<file path="src/rtl/ireg_skew_pipe_pkg.sv">
// ireg_pkg: shared types for the systolic-array edge input buffer.
//   lane_data_t  - one signed lane word at the default width
//   ireg_mode_e  - tap mode: uniform delay or triangular skew
package ireg_pkg;

  localparam int IREG_WIDTH = 8;

  typedef logic signed [IREG_WIDTH-1:0] lane_data_t;

  typedef enum logic {
    IREG_UNIFORM = 1'b0,
    IREG_SKEW    = 1'b1
  } ireg_mode_e;

endpackage

</file>
<file path="src/rtl/ireg_skew_pipe_lane.sv">
// ireg_lane: one lane of the edge buffer, a DEPTH-stage data+valid shift chain.
// Optional build macro: IREG_SKEW_PIPE_ZERO_GATE_EN (stage 0 loads zero data
// for invalid input slots).
// Ports:
//   clk, rst_n    clock, asynchronous active-low reset
//   en_i          shift all stages by one
//   clr_i         synchronous clear of all data and valids (wins over en_i)
//   valid_i       lane input valid
//   data_i        lane input word
//   stage_data_o  all stage words, stage s at [s*WIDTH +: WIDTH]
//   stage_vld_o   all stage valids, stage s at bit s
module ireg_lane
  import ireg_pkg::*;
#(
  parameter int WIDTH = IREG_WIDTH,
  parameter int DEPTH = 4
) (
  input  logic                    clk,
  input  logic                    rst_n,
  input  logic                    en_i,
  input  logic                    clr_i,
  input  logic                    valid_i,
  input  logic signed [WIDTH-1:0] data_i,
  output logic [DEPTH*WIDTH-1:0]  stage_data_o,
  output logic [DEPTH-1:0]        stage_vld_o
);

  logic signed [WIDTH-1:0] data_q [DEPTH];
  logic [DEPTH-1:0]        vld_q;
  logic signed [WIDTH-1:0] load_d;

`ifdef IREG_SKEW_PIPE_ZERO_GATE_EN
  // Invalid slots enter the array as zero padding.
  assign load_d = valid_i ? data_i : '0;
`else
  assign load_d = data_i;
`endif

  always_ff @(posedge clk or negedge rst_n) begin
    if (!rst_n) begin
      for (int s = 0; s < DEPTH; s++) data_q[s] <= '0;
      vld_q <= '0;
    end else if (clr_i) begin
      for (int s = 0; s < DEPTH; s++) data_q[s] <= '0;
      vld_q <= '0;
    end else if (en_i) begin
      data_q[0] <= load_d;
      for (int s = 1; s < DEPTH; s++) data_q[s] <= data_q[s-1];
      vld_q <= {vld_q[DEPTH-2:0], valid_i};
    end
  end

  for (genvar gi = 0; gi < DEPTH; gi++) begin : g_stage
    assign stage_data_o[gi*WIDTH +: WIDTH] = data_q[gi];
  end
  assign stage_vld_o = vld_q;

endmodule

</file>
<file path="src/rtl/ireg_skew_pipe.sv">
// ireg_skew_pipe: multi-lane horizontal input buffer feeding the PE grid.
// Uniform mode delays every lane DEPTH enabled cycles; skew mode delays lane k
// by k+1 cycles to build diagonal wavefronts. Mode changes only when drained.
// Optional build macro: IREG_SKEW_PIPE_ZERO_GATE_EN (zero padding of invalid
// slots, implemented in ireg_lane).
// Ports:
//   clk, rst_n  clock, asynchronous active-low reset
//   en          advance all stages
//   clr         synchronous clear of all stages (mode kept)
//   skew_req    requested mode, 1 = skew
//   i_valid     per-lane input valid
//   i_data      lane words, lane k at [k*WIDTH +: WIDTH]
//   o_valid     per-lane output valid
//   o_data      lane outputs, same packing
//   o_mode      active mode
//   o_busy      any stage holds a valid word
module ireg_skew_pipe
  import ireg_pkg::*;
#(
  parameter int WIDTH = IREG_WIDTH,
  parameter int LANES = 4,
  parameter int DEPTH = 4
) (
  input  logic                   clk,
  input  logic                   rst_n,
  input  logic                   en,
  input  logic                   clr,
  input  logic                   skew_req,
  input  logic [LANES-1:0]       i_valid,
  input  logic [LANES*WIDTH-1:0] i_data,
  output logic [LANES-1:0]       o_valid,
  output logic [LANES*WIDTH-1:0] o_data,
  output logic                   o_mode,
  output logic                   o_busy
);

  localparam int IDXW = (DEPTH > 1) ? $clog2(DEPTH) : 1;

  if (DEPTH < LANES) begin : g_depth_check
    $error("ireg_skew_pipe: DEPTH must be >= LANES");
  end

  ireg_mode_e             mode_q, mode_d;
  logic [DEPTH*WIDTH-1:0] stg_data [LANES];
  logic [DEPTH-1:0]       stg_vld  [LANES];
  logic [LANES-1:0]       lane_busy;

  for (genvar gi = 0; gi < LANES; gi++) begin : g_lane
    logic [IDXW-1:0] tap_idx;

    ireg_lane #(
      .WIDTH (WIDTH),
      .DEPTH (DEPTH)
    ) u_lane (
      .clk          (clk),
      .rst_n        (rst_n),
      .en_i         (en),
      .clr_i        (clr),
      .valid_i      (i_valid[gi]),
      .data_i       (i_data[gi*WIDTH +: WIDTH]),
      .stage_data_o (stg_data[gi]),
      .stage_vld_o  (stg_vld[gi])
    );

    // Skew taps stage k (k+1 cycle latency); uniform taps the last stage.
    assign tap_idx = (mode_q == IREG_SKEW) ? IDXW'(gi) : IDXW'(DEPTH - 1);
    assign o_valid[gi]                 = stg_vld[gi][tap_idx];
    assign o_data[gi*WIDTH +: WIDTH]   = stg_data[gi][tap_idx*WIDTH +: WIDTH];
    // Stages past the skew tap are unobserved but still count as in flight.
    assign lane_busy[gi]               = |stg_vld[gi];
  end

  assign o_busy = |lane_busy;
  assign o_mode = (mode_q == IREG_SKEW);

  // A new mode is taken only when nothing is in flight and nothing is being
  // admitted on this edge, so no word ever sees two different tap points.
  always_comb begin
    mode_d = mode_q;
    if (!clr && !o_busy && (!en || (i_valid == '0)))
      mode_d = skew_req ? IREG_SKEW : IREG_UNIFORM;
  end

  always_ff @(posedge clk or negedge rst_n) begin
    if (!rst_n) mode_q <= IREG_UNIFORM;
    else        mode_q <= mode_d;
  end

endmodule

</file>
<file path="config.mk">
export PLATFORM = sky130hd
export DESIGN_NAME = ireg_skew_pipe
export DESIGN_NICKNAME = d
export VERILOG_FILES = /design/src/rtl/ireg_skew_pipe_pkg.sv /design/src/rtl/ireg_skew_pipe_lane.sv /design/src/rtl/ireg_skew_pipe.sv
export SDC_FILE = /design/constraint.sdc
export NUM_CORES = 1
export LEC_CHECK = 0
export CAP_MARGIN = 5
export CORE_MARGIN = 2
export CORE_UTILIZATION = 38
export CTS_CLUSTER_DIAMETER = 30
export DETAILED_ROUTE_END_ITERATION = 8
export PLACE_DENSITY_LB_ADDON = 0.05
export SLEW_MARGIN = 10
export SYNTH_ARGS = -nofsm -noshare
export SYNTH_HDL_FRONTEND = slang
export SYNTH_SLANG_ARGS = --single-unit
</file>
<file path="constraint.sdc">
create_clock -name clk -period 2.07 [get_ports clk]
set_input_delay 0.621 -clock clk [delete_from_list [all_inputs] [get_ports clk]]
set_output_delay 0.621 -clock clk [all_outputs]
set_load 0.005 [all_outputs]
</file>
==> results by group <==
Status
  – Outcome: finished, violations left
  – Failing checks: negative setup slack

STA
  – Slew Limit Headroom: 0.705
  – Worst Skew: 0.00576 ns
  – RSZ-0062 raised after global routing: yes
  – Fin worst setup slack: -0.102 ns
  – Minimum clock period: 2.17 ns
  – Final hold violations: 0
  – Final setup violation count: 25
  – Fin crit share: 1.05
  – Max frequency: 460 MHz
  – Max Transition Viols Final: 0
  – Worst Max-Slew Pin Slew: 0.442 ns

Pwr
  – Pwr/cell area: 829 mW/mm²
  – Psw: 1.56 mW
  – Clock power share: 0.400
  – Switching share of power: 0.234
  – VDD IR-drop max: 0.570 mV
  – Leakage dissipation: 4.11 nW
  – Comb power frac: 0.151
  – Flop pwr share: 0.449
  – Internal: 5.09 mW
  – Overall power: 6.65 mW

Logic synthesis
  – Synth Area in Adders: 0
  – Sequential fraction of the synthesis area: 0.585
  – Combinational family with the most area after synthesis: multiplexers
  – Post-Syn Area: 0.00620 mm²
  – Synth unique cells: 13
  – Xor/xnor share of the synthesized area: 0
  – Mux contribution to synthesized area: 0.283
  – Register bit count reported by yosys: 145
  – Synth Area in Simple Gates: 0.0934
  – Cells after synthesis: 512
  – Synthesized area per cell: 12.1 µm²
  – Compound-Gate Fraction of Synth Area: 0.00202
  – Ys Warns: 0
  – Net count after synthesis: 553

Final layout
  – Syn-to-layout area delta: 29.4%
  – Antenna fix cells: 0
  – Nets@finish: 642
  – Fillers: 1,448
  – Layout cell share with drive strength beyond 1: 0.201
  – Design Area, Final: 0.00802 mm²

Worst setup path
  – Worst-path maximum fanout: 5
  – CP Buf/Inv Count: 3
  – Crit start category: flop
  – Critical path's slowest cell: dfrtp_2
  – Worst Path Required: 1.45 ns
  – Worst-path cell chain: buf_6 -> buf_12 -> mux2_4 -> buf_6
  – Slowest stage delay, CP: 0.43 ns
  – Crit Path Category: reg2out
  – Worst path depth: 4
  – Reg2Reg Depth: 6
  – Crit path DAT: 1.55 ns
  – Critical Path Most Common Cell: buf_6
  – CP top delay family: flip-flops
  – Worst setup EP type: output pin

Floorplan
  – Die width: 132 µm
  – Core area: 0.0159 mm²
  – Core Rows: 46
  – Die Area: 0.0174 mm²
  – Die height: 132 µm
  – I/O pins: 79
  – Initial Util: 0.389

Global routing
  – First-pass GRT wire length: 21,200 µm
  – GRT overflow: 0
  – Number of global-route vias before repair: 4,055
  – Initial antenna violation count: 0
  – Pin count of the biggest net entering global routing: 60
  – Gr usage total: 0.154

Flow run
  – Max Cap Viol: 0

Clock tree
  – H-tree depth: 4
  – Clock root buffer: clkbuf_16
  – CTS tree: built
  – Clk slew on worst S/H paths: 0.05 ns
  – Sink Count: 145
  – Skew-Pair Late Insertion Delay: 0.41 ns
  – Num CTS Buffers: 17
  – CTS Buffer Depth: 2

Detailed routing
  – Vias/cell: 4.75
  – Vias: 3,912
  – Drt pass-1 iters: 4
  – DR DRC count: 0
  – Routed WL per cell: 15.1 µm
  – Final wirelength: 12,500 µm
  – Initial DRC count: 95
  – Antenna-violating nets left: 0

Placement
  – GPL Wtd Cong: 0.711
  – Placed inst area: 0.00732 mm²
  – Input/output buffers: 78
  – Post-DP HPWL: 7780 µm

Hold path
  – Min-Delay Path Class: in2async
==> sequential cells by signal, summed over array words and instances (netlist names) <==
signal                      cells
o_mode                          1
g_lane.u_lane.stage_data_o    128
g_lane.u_lane.stage_vld_o      16
==> final timing paths <==
check	from	slack (ns)	to
min reg2reg	g_lane[0].u_lane.stage_data_o[18]$_DFFE_PN0P_	0.51	g_lane[0].u_lane.stage_data_o[26]$_DFFE_PN0P_
max in group asynchronous	rst_n	1.31	g_lane[0].u_lane.stage_vld_o[0]$_DFFE_PN0P_
max reg2reg	g_lane[0].u_lane.stage_vld_o[1]$_DFFE_PN0P_	0.22	o_mode$_DFFE_PN0P_
max	o_mode$_DFFE_PN0P_	-0.10	o_data[20]
min in group clk	g_lane[0].u_lane.stage_data_o[18]$_DFFE_PN0P_	0.51	g_lane[0].u_lane.stage_data_o[26]$_DFFE_PN0P_
min	rst_n	0.12	g_lane[0].u_lane.stage_data_o[27]$_DFFE_PN0P_
==> cells in the mapped netlist <==
cell        n  area [µm²]
mux2i_1   144        1440
nor4_1      4        25.0
nand4_1     1        6.26
clkbuf_1   10        37.5
or4_1       1        7.51
buf_2      20         100
dfrtp_1   145        3630
mux2_1      1        11.3
buf_1       5        18.8
a211oi_2    1        12.5
nor2_1    144         541
mux2_2     27         304
buf_4       9        67.6
==> repair_timing <==
item / 4_1_cts / 5_1_grt
cloned: 2 / 0
hold endpoints to repair: 0 / 0
hold buffers: 0 / 0
endpoints found under the setup margin: 29 / 28
pin swaps: 1 / 4
resized for setup: 147 / 16
setup buffers: 10 / 2
==> logic make-up (layout without fill, tap and decap cells) <==
logic type,after synthesis,count (layout)
AOI/OAI and AO/OA,1,1
buffers and inverters,44,140
DFF,145,145
muxes,172,172
and+or+nand+nor,150,150
==> power groups by stage <==
stage / Clock [mW] / Sequential (mW) / Combinational [mW]
after floorplan: 0 / 3.01 / 0.417
after global placement: 0 / 3.03 / 0.797
after detailed placement: 0 / 3.03 / 0.807
after CTS: 2.76 / 2.98 / 1.08
after global routing: 2.88 / 2.99 / 1.09
final: 2.66 / 2.98 / 1.00
==> final cells by class <==
type / instances / area, µm² / share of cell area
clock buffers: 25 / 495 / 0.0618
clock inverters: 1 / 5.00 / 0.000624
multi-input cells: 323 / 2440 / 0.305
flip-flops and latches: 145 / 3630 / 0.452
well taps: 216 / 270 / 0.0337
repair buffers: 114 / 1180 / 0.147
==> routing by layer <==
metal / vias up / track usage / wire length [µm]
met2: 59 / 0.239 / 5860
met5: - / 0 / 0
met1: 1958 / 0.207 / 5980
li1: 1878 / - / -
met3: 17 / 0.0461 / 455
met4: 0 / 0.0543 / 171
==> metrics by stage <==
step	std cells	worst slack, ns	setup TNS (ns)	hold slack [ns]	util
after detailed placement	786	-0.259	-0.285	0.508	0.459
after floorplan	512	0.247	0	0.325	-
after CTS	824	-0.221	-3.35	0.129	0.502
after global placement	786	-0.235	-0.235	0.497	0.459
after global routing	824	-0.141	-2.84	0.140	0.503
final	824	-0.102	-1.57	0.119	0.503
==> cells in the final DEF (no fill, tap or decap), types with 4 or more instances in the layout <==
cell | netlist | final
mux2_2 | 27 | 8
nor4_2 | 0 | 4
nor2_1 | 144 | 144
buf_4 | 9 | 19
dfrtp_1 | 145 | 144
mux2_4 | 0 | 19
buf_6 | 0 | 25
clkdlybuf4s50_1 | 0 | 46
buf_2 | 20 | 10
clkbuf_1 | 10 | 4
clkbuf_8 | 0 | 5
buf_12 | 0 | 10
clkbuf_16 | 0 | 17
mux2i_1 | 144 | 144
(Power assumes the default switching activity.)
==> variant: new RTL, same settings <==
Put a register stage on the output `o_data`, cleared by the reset. The value now appears one clock later. The other outputs are not delayed to match.
--- a/src/rtl/ireg_skew_pipe.sv
+++ b/src/rtl/ireg_skew_pipe.sv
@@ -37,4 +37,6 @@
   localparam int IDXW = (DEPTH > 1) ? $clog2(DEPTH) : 1;
 
+  logic [LANES*WIDTH-1:0] o_data_d;
+
   if (DEPTH < LANES) begin : g_depth_check
     $error("ireg_skew_pipe: DEPTH must be >= LANES");
@@ -66,5 +68,5 @@
     assign tap_idx = (mode_q == IREG_SKEW) ? IDXW'(gi) : IDXW'(DEPTH - 1);
     assign o_valid[gi]                 = stg_vld[gi][tap_idx];
-    assign o_data[gi*WIDTH +: WIDTH]   = stg_data[gi][tap_idx*WIDTH +: WIDTH];
+    assign o_data_d[gi*WIDTH +: WIDTH]   = stg_data[gi][tap_idx*WIDTH +: WIDTH];
     // Stages past the skew tap are unobserved but still count as in flight.
     assign lane_busy[gi]               = |stg_vld[gi];
@@ -87,4 +89,12 @@
   end
 
+  always_ff @(posedge clk or negedge rst_n) begin
+    if (!rst_n) begin
+      o_data <= '0;
+    end else begin
+      o_data <= o_data_d;
+    end
+  end
+
 endmodule
 
Check against the original RTL: not equivalent (a bounded check fails within 4 cycles, from zero or initial values and one cycle with rst_n low).
==> variant against the original RTL <==
Design area is 9.5% higher. Maximum frequency is 5.3% higher. First-iteration DRC count is 110% higher. Via count is 3.8% higher. Utilization is 1.4 points lower. Power is 19% higher. Area after synthesis is 12% higher. Sequential cell count is 32 higher. Clock power is 30% higher. Wire length is 3.3% higher. Setup slack better by 110 ps. Count of clock-buffer cells in the layout is 5 lower. Global-route usage is 1.3 points lower. Critical path type unchanged. Critical endpoint is now o_busy.
==> variant: results (changes against the original RTL) <==
Post-Syn Nets - 577 (+4.3%)
slowest stage delay, CP - 390 ps (-40 ps)
Net Sw Power - 1.79 mW (+15%)
outcome - completed
Reg2Reg Setup Slack - 80 ps (-140 ps)
R2R cell count - 8 (+2)
Critical Path Fanout Max - 2 (-3)
detailed placement HPWL - 8000 um (+2.9%)
met3 GRT Util - 4.45% (-0.16 points)
router iterations before antenna repair - 5 (+1)
drt first-iter violations - 198 (+110%)
share of cells above drive strength 1 - 15.0% (-5.1 points)
DR vias - 4,062 (+3.8%)
Setup Fix Bufs, Post-CTS - 12 (+2)
post_cts resized - 22 (-85%)
vias in the first global route - 4,214 (+3.9%)
Sw Share - 22.6% (-0.86 points)
Seq/Total Area, Yosys - 63.8% (+5.3 points)
Routed WL - 12,900 um (+3.3%)
CP Capture Point - o_busy
Metal-1 WL - 6310 um (+5.5%)
Tot GR Track Use - 14.2% (-1.3 points)
sequential share of power - 45.9% (+1.0 points)
final setup skew - 8.48 ps (+2.72 ps)
Worst IR Drop VDD - 0.571 mV (about the same)
Data arrival, critical path - 1440 ps (-110 ps)
GR Util met2 - 20.7% (-3.2 points)
Rel. slew slack - 69.5% (-1.0 points)
top cells by count, synth - dfrtp_1 (177), mux2i_1 (144), nor2_1 (144), mux2_2 (27), buf_2 (20)
Placed Cells - 821 (+4.5%)
Met2 Wirelength - 5870 um (+0.15%)
Area contributors post-synth - dfrtp_1 (64%), mux2i_1 (21%), nor2_1 (7.8%), mux2_2 (4.4%), buf_2 (1.4%)
Final Wtd Congestion - 0.676 (-4.8%)
metal3 WL - 578 um (+27%)
cell family with most CP delay - simple AND/OR/NAND/NOR gates
Nets - 662 (+3.1%)
-- variant: changes by cell type in the layout (fill, tap and decap cells not counted), sizes merged --
cell / before / now
buf: 65 / 29
dfrtp: 145 / 177
clkdlybuf4s50: 46 / 70
clkbuf: 27 / 22
clkinv: 1 / 6
bufinv: 0 / 4
inv: 0 / 2
-- variant: cells by family after synthesis --
logic type | after synthesis | synth area share, %
AOI/OAI and AO/OA | 1 | 0.180
DFF | 177 | 63.8
and+or+nand+nor | 150 | 8.35
buffers and inverters | 36 | 2.36
muxes | 172 | 25.3
-- variant: per-stage QoR --
step	hold WS, ps	setup slack [ps]	cell area (sq um)
floorplan	325	247	6940
global placement	366	-260	8040
detailed placement	368	-258	8040
CTS	88.9	-21.5	8770
global route	93.5	-88.6	8790
finish	92.2	7.40	8790
-- variant: area by class of cell --
cell class,count,area [sq um]
fill,1602,9180
sequential,177,4430
multi-input combinational,323,2370
timing repair buffer,102,1060
clock buffer,20,467
tap,229,287
clock inverter,12,179
